### config.mk
export PLATFORM = sky130hd
export DESIGN_NAME = csc_decoder
export DESIGN_NICKNAME = d
export VERILOG_FILES = /design/src/rtl/csc_decoder.sv
export SDC_FILE = /design/constraint.sdc
export NUM_CORES = 1
export LEC_CHECK = 0
export CORE_ASPECT_RATIO = 1.25
export CORE_MARGIN = 4
export CORE_UTILIZATION = 60
export DETAILED_ROUTE_END_ITERATION = 10
export HOLD_SLACK_MARGIN = 0.08
export PLACE_DENSITY_LB_ADDON = 0.08
export SLEW_MARGIN = 20
export SYNTH_ARGS = -nofsm -noshare
export SYNTH_HDL_FRONTEND = slang
export SYNTH_SLANG_ARGS = --single-unit
### constraint.sdc
create_clock -name clock -period 6.4 [get_ports clock]
set_input_delay 1.28 -clock clock [delete_from_list [all_inputs] [get_ports clock]]
set_output_delay 1.28 -clock clock [all_outputs]
set_load 0.05 [all_outputs]
### src/rtl/csc_decoder.sv
// CSC decoder: expands one compressed iact vector (column pointers + {value,row} words)
// into a dense HxW column-major stream of signed words.
module csc_decoder #(
  parameter int unsigned ADDR_WIDTH  = 7,
  parameter int unsigned COUNT_WIDTH = 4,
  parameter int unsigned DATA_WIDTH  = 8
) (
  input  logic                                clock,
  input  logic                                reset,
  input  logic                                address_in_valid,
  output logic                                address_in_ready,
  input  logic [ADDR_WIDTH-1:0]               address_in,
  input  logic                                data_in_valid,
  output logic                                data_in_ready,
  input  logic [DATA_WIDTH+COUNT_WIDTH-1:0]   data_in,
  input  logic [4:0]                          matrix_height,
  input  logic [4:0]                          matrix_width,
  input  logic                                flush,
  output logic                                data_out_valid,
  input  logic                                data_out_ready,
  output logic signed [DATA_WIDTH-1:0]        data_out,
  output logic                                one_vector_done,
  output logic                                protocol_error
);
  localparam int unsigned DIM_W  = 5;
  localparam int unsigned WORD_W = DATA_WIDTH + COUNT_WIDTH;
  localparam logic [ADDR_WIDTH-1:0]  ADDR_EMPTY = '1;
  localparam logic [COUNT_WIDTH-1:0] ROW_PH     = '1;

  typedef enum logic [2:0] {
    S_IDLE, S_FETCH, S_FILL, S_ZERO, S_DRAIN, S_DONE
  } state_e;

  state_e                  state_q, state_d;
  logic [DIM_W-1:0]        h_q, h_d, w_q, w_d;
  logic [DIM_W-1:0]        col_q, col_d, row_q, row_d, run_q, run_d;
  logic                    last_q, last_d;
  logic [ADDR_WIDTH-1:0]   end_ptr_q, end_ptr_d, dptr_q, dptr_d;
  logic [WORD_W-1:0]       head_q, head_d;
  logic                    head_vld_q, head_vld_d;
  logic                    out_vld_q, out_vld_d;
  logic [DATA_WIDTH-1:0]   out_q, out_d;
  logic                    err_q, err_d, done_q, done_d;
  logic                    ardy_q, ardy_d, drdy_q, drdy_d;

  logic                    a_fire, d_fire, out_en;
  logic [DATA_WIDTH-1:0]   head_val;
  logic [COUNT_WIDTH-1:0]  head_row;
  logic                    head_end, in_col, member, row_bad, col_last_row;
  logic [DIM_W-1:0]        col_inc;
  logic                    emit, col_adv;
  logic [DATA_WIDTH-1:0]   emit_val;
  logic [DIM_W-1:0]        run_after;

  assign a_fire       = address_in_valid & ardy_q;
  assign d_fire       = data_in_valid & drdy_q;
  assign out_en       = ~out_vld_q | data_out_ready;
  assign head_val     = head_q[WORD_W-1:COUNT_WIDTH];
  assign head_row     = head_q[COUNT_WIDTH-1:0];
  assign head_end     = (head_val == '0);
  // Head word belongs to the current column while inside its pointer window (or always once last).
  assign in_col       = last_q | (dptr_q < end_ptr_q);
  assign member       = head_vld_q & ~head_end & in_col;
  assign row_bad      = (head_row != ROW_PH) &
                        ((DIM_W'(head_row) < row_q) | (DIM_W'(head_row) >= h_q));
  assign col_last_row = (row_q == h_q - DIM_W'(1));
  assign col_inc      = col_q + DIM_W'(1);

  // Next-state, stream handshakes and output-register load.
  always_comb begin
    state_d    = state_q;
    h_d        = h_q;
    w_d        = w_q;
    col_d      = col_q;
    row_d      = row_q;
    run_d      = run_q;
    last_d     = last_q;
    end_ptr_d  = end_ptr_q;
    dptr_d     = dptr_q;
    head_d     = head_q;
    head_vld_d = head_vld_q;
    out_vld_d  = out_vld_q;
    out_d      = out_q;
    err_d      = err_q;
    done_d     = 1'b0;
    emit       = 1'b0;
    emit_val   = '0;
    col_adv    = 1'b0;
    run_after  = run_q;

    if (d_fire) begin
      head_d     = data_in;
      head_vld_d = 1'b1;
    end

    unique case (state_q)
      S_IDLE: begin
        if (address_in_valid | data_in_valid) begin
          state_d   = S_FETCH;
          h_d       = matrix_height;
          w_d       = matrix_width;
          col_d     = '0;
          row_d     = '0;
          run_d     = '0;
          last_d    = 1'b0;
          end_ptr_d = '0;
          dptr_d    = '0;
        end
      end
      S_FETCH: begin
        if (a_fire) begin
          if (address_in == ADDR_EMPTY) begin
            run_d = run_q + DIM_W'(1);
          end else begin
            state_d = S_FILL;
            row_d   = '0;
            if (address_in == '0) last_d = 1'b1;
            else                  end_ptr_d = address_in;
          end
        end
      end
      S_FILL: begin
        // Placeholders and malformed members are dropped without producing a word.
        if (member & ((head_row == ROW_PH) | row_bad)) begin
          head_vld_d = 1'b0;
          dptr_d     = dptr_q + ADDR_WIDTH'(1);
          err_d      = err_q | row_bad;
        end else if (out_en & member & (DIM_W'(head_row) == row_q)) begin
          emit       = 1'b1;
          emit_val   = head_val;
          head_vld_d = 1'b0;
          dptr_d     = dptr_q + ADDR_WIDTH'(1);
        end else if (out_en & (head_vld_q | ~in_col)) begin
          emit = 1'b1;
        end
        col_adv = emit & col_last_row;
      end
      S_ZERO: begin
        emit    = out_en;
        col_adv = emit & col_last_row;
        if (col_adv && (run_q != '0)) run_after = run_q - DIM_W'(1);
      end
      S_DRAIN: begin
        if (head_vld_q) begin
          head_vld_d = 1'b0;
          if (head_end) begin
            state_d = S_DONE;
            done_d  = 1'b1;
          end else begin
            err_d = 1'b1;
          end
        end
      end
      S_DONE:  state_d = S_IDLE;
      default: state_d = S_IDLE;
    endcase

    if (emit) row_d = col_last_row ? '0 : row_q + DIM_W'(1);

    if (col_adv) begin
      col_d = col_inc;
      run_d = run_after;
      if (col_inc == w_q) begin
        state_d = S_DRAIN;
        if (!last_q) err_d = 1'b1;
      end else if ((run_after != '0) || last_q) begin
        state_d = S_ZERO;
      end else begin
        state_d = S_FETCH;
      end
    end

    if (out_en) begin
      out_vld_d = emit;
      if (emit) out_d = emit_val;
    end

    // Abort wins over any handshake in the same cycle.
    if (flush && (state_q != S_IDLE)) begin
      state_d    = S_IDLE;
      head_vld_d = 1'b0;
      out_vld_d  = 1'b0;
      err_d      = 1'b0;
      done_d     = 1'b0;
    end

    ardy_d = (state_d == S_FETCH);
    drdy_d = ((state_d == S_FILL) | (state_d == S_DRAIN)) & ~head_vld_d;
  end

  always_ff @(posedge clock or negedge reset) begin
    if (!reset) begin
      state_q    <= S_IDLE;
      h_q        <= '0;
      w_q        <= '0;
      col_q      <= '0;
      row_q      <= '0;
      run_q      <= '0;
      last_q     <= 1'b0;
      end_ptr_q  <= '0;
      dptr_q     <= '0;
      head_q     <= '0;
      head_vld_q <= 1'b0;
      out_vld_q  <= 1'b0;
      out_q      <= '0;
      err_q      <= 1'b0;
      done_q     <= 1'b0;
      ardy_q     <= 1'b0;
      drdy_q     <= 1'b0;
    end else begin
      state_q    <= state_d;
      h_q        <= h_d;
      w_q        <= w_d;
      col_q      <= col_d;
      row_q      <= row_d;
      run_q      <= run_d;
      last_q     <= last_d;
      end_ptr_q  <= end_ptr_d;
      dptr_q     <= dptr_d;
      head_q     <= head_d;
      head_vld_q <= head_vld_d;
      out_vld_q  <= out_vld_d;
      out_q      <= out_d;
      err_q      <= err_d;
      done_q     <= done_d;
      ardy_q     <= ardy_d;
      drdy_q     <= drdy_d;
    end
  end

  assign address_in_ready = ardy_q;
  assign data_in_ready    = drdy_q;
  assign data_out_valid   = out_vld_q;
  assign data_out         = out_q;
  assign one_vector_done  = done_q;
  assign protocol_error   = err_q;

endmodule

Word-level counts from Yosys, hierarchy flattened
Index checks and enable logic that the tools add are counted.

Bitwise logic cells: 24. Eq/ne operators: 25. Muxes and demuxes: 66. Magnitude comparators: 3. $add $sub $neg: 6. Reduce and logical (&&, ||, !) cells: 25.

Operator list (number): two-way mux 5 bit (12); two-way mux 7 bit (6); case mux 7 bit (2 select lines) (2); two-way mux 1 bit (26); two-way mux 3 bit (8); two-way mux 8 bit (3); inequality test 3 bit, second input constant (7); case mux 5 bit (2 select lines) (2); adder 5 x 1 -> 5 bit, second input constant (3); bitwise AND 1 bit (12); case mux 3 bit (4 select lines) (1); equality test 5 bit (2); inequality test 2 bit, second input constant (5); case mux 1 bit (2 select lines) (5); AND reduction 5 bit (2); nonzero test 2 bit (5); nonzero test 5 bit (2); subtractor 5 x 1 -> 5 bit, second input constant (2); equality test 3 x 2 -> 1 bit, second input constant (3); nonzero test 3 bit (3); zero test 8 bit (1); OR 1 bit (8); AND reduction 4 bit (2); adder 7 x 1 -> 7 bit, second input constant (1); 18 further kinds (26).

Logic and storage cells: 166. Output and inout bits: 13. Input bits: 35. Flip-flop bits (word level): 69.

Logic depth before layout (Yosys ltp)
Depth after elaboration: 16. Depth in mapped cells: 11. Mapped depth without buffers: 10.

Least setup slack after synthesis
OpenSTA, ideal clock, no wires.

Kind: input-to-reg. Start: input port data_out_ready. End: register drdy_q, in the netlist data_in_ready. Path buffers: 0. Data required time: 6.296 ns. Cell stages on the path: 8. Arrival time: 2.742 ns. Setup slack: 3.555 ns. Setup time: 0.104 ns. Cells stage by stage: nor2b_1 > nor3b_1 > nand2_1 > o2111ai_1 > nand2_2 > nor2_2 > mux2_2 > a221oi_1.

Cells in the longest elaborated chain, start to end: 14. Elaborated cells between the ends (all ways): 29. Classes of those cells: eq/ne (2); mux (15); bitwise (9); reduce/logical (3).

RTL lines: start: declaration (line 20) `input logic data_out_ready,`; OR 1 bit * (line 57) `assign out_en = ~out_vld_q | data_out_ready;`; bitwise AND 1 bit (line 140) `col_adv = emit & col_last_row;`; logical AND 1 bit (line 141) `if (col_adv && (run_q != '0)) run_after = run_q - DIM_W'(1);`; two-way mux 5 bit (line 141); two-way mux 5 bit (line 96) `unique case (state_q)`; nonzero test 5 bit (line 166) `end else if ((run_after != '0) || last_q) begin`; logical OR 1 bit (line 166); two-way mux 2 bit (line 166); two-way mux 3 bit (line 163) `if (col_inc == w_q) begin`; two-way mux 3 bit (line 160) `if (col_adv) begin`; two-way mux 3 bit (line 179) `if (flush && (state_q != S_IDLE)) begin`; equality test 3 x 2 -> 1 bit / equality test 3 bit (equally long branches) (line 188) `drdy_d = ((state_d == S_FILL) | (state_d == S_DRAIN)) & ~head_vld_d;`; OR 1 bit (line 188); bitwise AND 1 bit * (line 188); via drdy_d (line 44) `logic ardy_q, ardy_d, drdy_q, drdy_d;`; end signal: assignment (line 227) `drdy_q <= drdy_d;`; end: declaration (line 44).

Mark *: on every way through the listed nets, which the timed path passes. The rest lies on a longest branch. The select of a mux whose other input is x is not followed. A chain may end at the register's enable or synchronous reset.

Worst setup path in the final report
Ends and elaborated chain as after synthesis.

==> flow_summary.yaml <==
run_status:
  status: "complete, no violations"
setup_path:
  r2r_start: "row_q[2]$_DFFE_PN0P_"
  arrival_ps: 3660
  reg2reg_to: "data_in_ready$_DFF_PN0_"
  required_ps: 6650
  worstRegToRegCells: 10
  rrSetupSlack_ps: 3500
  slowest_stage: "clkdlybuf4s50_1"
  critPathKind: "in -> reg"
  cp_cell_sequence: "clkdlybuf4s50_1, nor2b_1, nor3b_1, nand2_1, o2111ai_1, nand2_2, nor2_2, mux2_2, a221oi_1"
  worst_setup_path_start_kind: "input pin"
  worst-path-max-fanout: 15
  max_stage_delay_ps: 460
  timing.critical_path.to_type: "register"
  crit_start: "data_out_ready"
yosys:
  avgSynthCellArea_um2: 9.366
  synth_area_leader_cell: "dfrtp_1"
  synth_edf_count: 0
  synth.area.top_cells: "dfrtp_1 (45%), ha_1 (6.5%), nand2_1 (5.9%)"
  ys_ff_latch: 69
  ys.flop_type: "dfrtp_1"
  syn-num-nets: 467
  synth_cell_types: 57
  synth_top_area_share: 0.4475
  ys_seq_area_frac: 0.4475
  async_flop_share: 1.000
  netlist_area_um2: 3859
  synthesis.instances: 412
  synth_most_common_cell: "dfrtp_1"
  ys_top_cells_by_count: "dfrtp_1 (69), nand2_1 (61), nor2_1 (25)"
  ys_warn_count: 0
min_path:
  hp-class: "reg -> reg"
  holdPathEnd: "w_q[3]$_DFFE_PN0P_"
  hp-start: "w_q[3]$_DFFE_PN0P_"
  hold_depth: 2
detailed_routing:
  dr.first_iter.drc_count: 145
  dr.pass1.iters: 5
  vias_per_cell: 5.924
  wl_per_cell_um: 15.86
  num_vias: 3270
  drt_wl_total_um: 8757
  ant_nets: 0
  remaining_drc_errors: 0
clock_tree:
  cts_num_sinks: 69
  holdBufCountCts: 0
  cts_resized: 0
  clkLatencyLatePin_ps: 350
  clkTransAtPathRegs_ps: 80
  ctsLongestPathBuffers: 2
  clock-root-buffer: "clkbuf_8"
  htreeDepth: 3
  postCtsSetupBuffers: 0
  cts_made_buffers: 9
  cts_tree: "done"
pwr:
  pwr-share-clk: 0.214
  cellPowerDensity_nw_per_um2: 401.7
  p_leak_nw: 2.054
  switchingPower_mw: 0.7538
  p_comb_frac: 0.421
  sw_frac_of_total: 0.4069
  p_seq_frac: 0.365
  p_int_mw: 1.099
  ir_drop_mv: 0.2125
cells_and_area:
  final_area_um2: 4612
  stdcell_count: 552
  final_util: 0.7431
  num_antenna_cells: 0
  drive_gt1_frac: 0.09208
  syn2layout_area_growth_pct: 19.52
  nNetsFinal: 517
global_routing:
  grt-ovfl-total: 0
  grt_pass1_wl_um: 15090
  grt_pass1_vias: 3260
  grt_max_degree: 70
  grt_usage: 0.2444
  antenna_found_initial: 0
timing:
  fin_crit_sh: 0.5330
  setup_tns_ps: 0
  skew_ps: 6.338
  worst_pin_slew_ps: 983.7
  rsz0062_at_grt: "no"
  setup_viol: 0
  slew_viol_final: 0
  hold_violations: 0
  fmax_mhz: 293.2
  slew_headroom: 0.3392
  period_needed_ps: 3411
floorplanning:
  die_x_um: 79.73
  core_um2: 6206
  start_util: 0.6218
  die_area_um2: 7786
  num_rows: 32
  die_h_um: 97.66
  ios: 48
run:
  cap_violations: 0
placed_design:
  hpwl_um: 6444
  dpl_cell_area_um2: 4388
  place_inst: 536
  io_buffers: 47
  place_congestion: 0.9377
==> critical path, delay by kind of cell <==
family                 cells  cell delay [ps]
buffers and inverters      1              460
muxes                      1              380
and+or+nand+nor            5             1100
AOI/OAI and AO/OA          2              440
==> area by class of cell <==
class	count	area (µm²)
clock buffer	10	137.6
clock inverter	6	86.33
fill	477	1594
inverter	24	90.09
multi-input combinational	309	1984
sequential	69	1727
tap	85	106.4
timing repair buffer	49	480.5
==> stage by stage <==
stage	power [mW]	hold WS, ps	setup WS, ps
floorplan	1.261	442.2	3555
global placement	1.428	467.0	2797
detailed placement	1.457	478.3	2647
CTS	1.857	499.8	3038
global route	2.000	526.7	2798
finish	1.852	497.7	2989
==> layout by cell type (no fill, tap or decap), drive strengths merged, types with 2 or more instances in the layout <==
cell type	instances
and3	3
inv	24
a211oi	5
clkinv	3
nor4	3
dfrtp	69
o31a	3
mux2	14
nor2b	4
nand2	63
or3	4
nand2b	6
or2	4
buf	3
xnor2	7
clkdlybuf4s50	46
bufinv	2
nor3b	2
o21ai	30
nand3b	2
a31oi	7
a21o	3
and2	4
nor3	17
clkbuf	10
o211ai	2
nor2	26
a21oi	13
a221oi	2
xor2	12
a22o	11
nand3	22
ha	20
nand4	4
o41ai	2
==> worst max path at each step <==
stage,to,cells past startpoint
detailed placement,data_in_ready$_DFF_PN0_,9
global placement,data_in_ready$_DFF_PN0_,9
global route,data_in_ready$_DFF_PN0_,9
floorplan,data_in_ready$_DFF_PN0_,8
CTS,data_in_ready$_DFF_PN0_,9
finish,data_in_ready$_DFF_PN0_,9
==> flip-flops by register name (all words and copies together), names as in the netlist, 3 cells and up <==
| register | flops |
|---|---|
| end_ptr_q | 7 |
| head_q | 12 |
| data_out | 8 |
| w_q | 5 |
| row_q | 5 |
| h_q | 5 |
| run_q | 5 |
| state_q | 3 |
| dptr_q | 7 |
| col_q | 5 |
==> cell families after synthesis <==
kind of cell,after synthesis,share of synthesized area
buf+inv,34,0.03826
xor+xnor,19,0.04313
compound gates,89,0.1573
fa+ha+maj,20,0.06485
simple gates,167,0.2082
flops,69,0.4475
mux,14,0.04086
==> power by group through the flow <==
stage	logic (mW)	clock network [mW]	registers, mW
after floorplan	0.587	0	0.674
after detailed placement	0.775	0	0.682
after global routing	0.879	0.426	0.695
after global placement	0.749	0	0.679
final	0.780	0.397	0.676
after CTS	0.779	0.405	0.673
==> metal layers <==
metal | global-route usage | part of all wire | up-vias | wire, µm
li1 | - | - | 1567 | -
met1 | 0.3097 | 0.43 | 1590 | 3745
met2 | 0.4026 | 0.50 | 94 | 4337
met3 | 0.06772 | 0.057 | 19 | 502
met4 | 0.07672 | 0.020 | 0 | 172
met5 | 0 | 0 | - | 0
(Power assumes the default switching activity.)
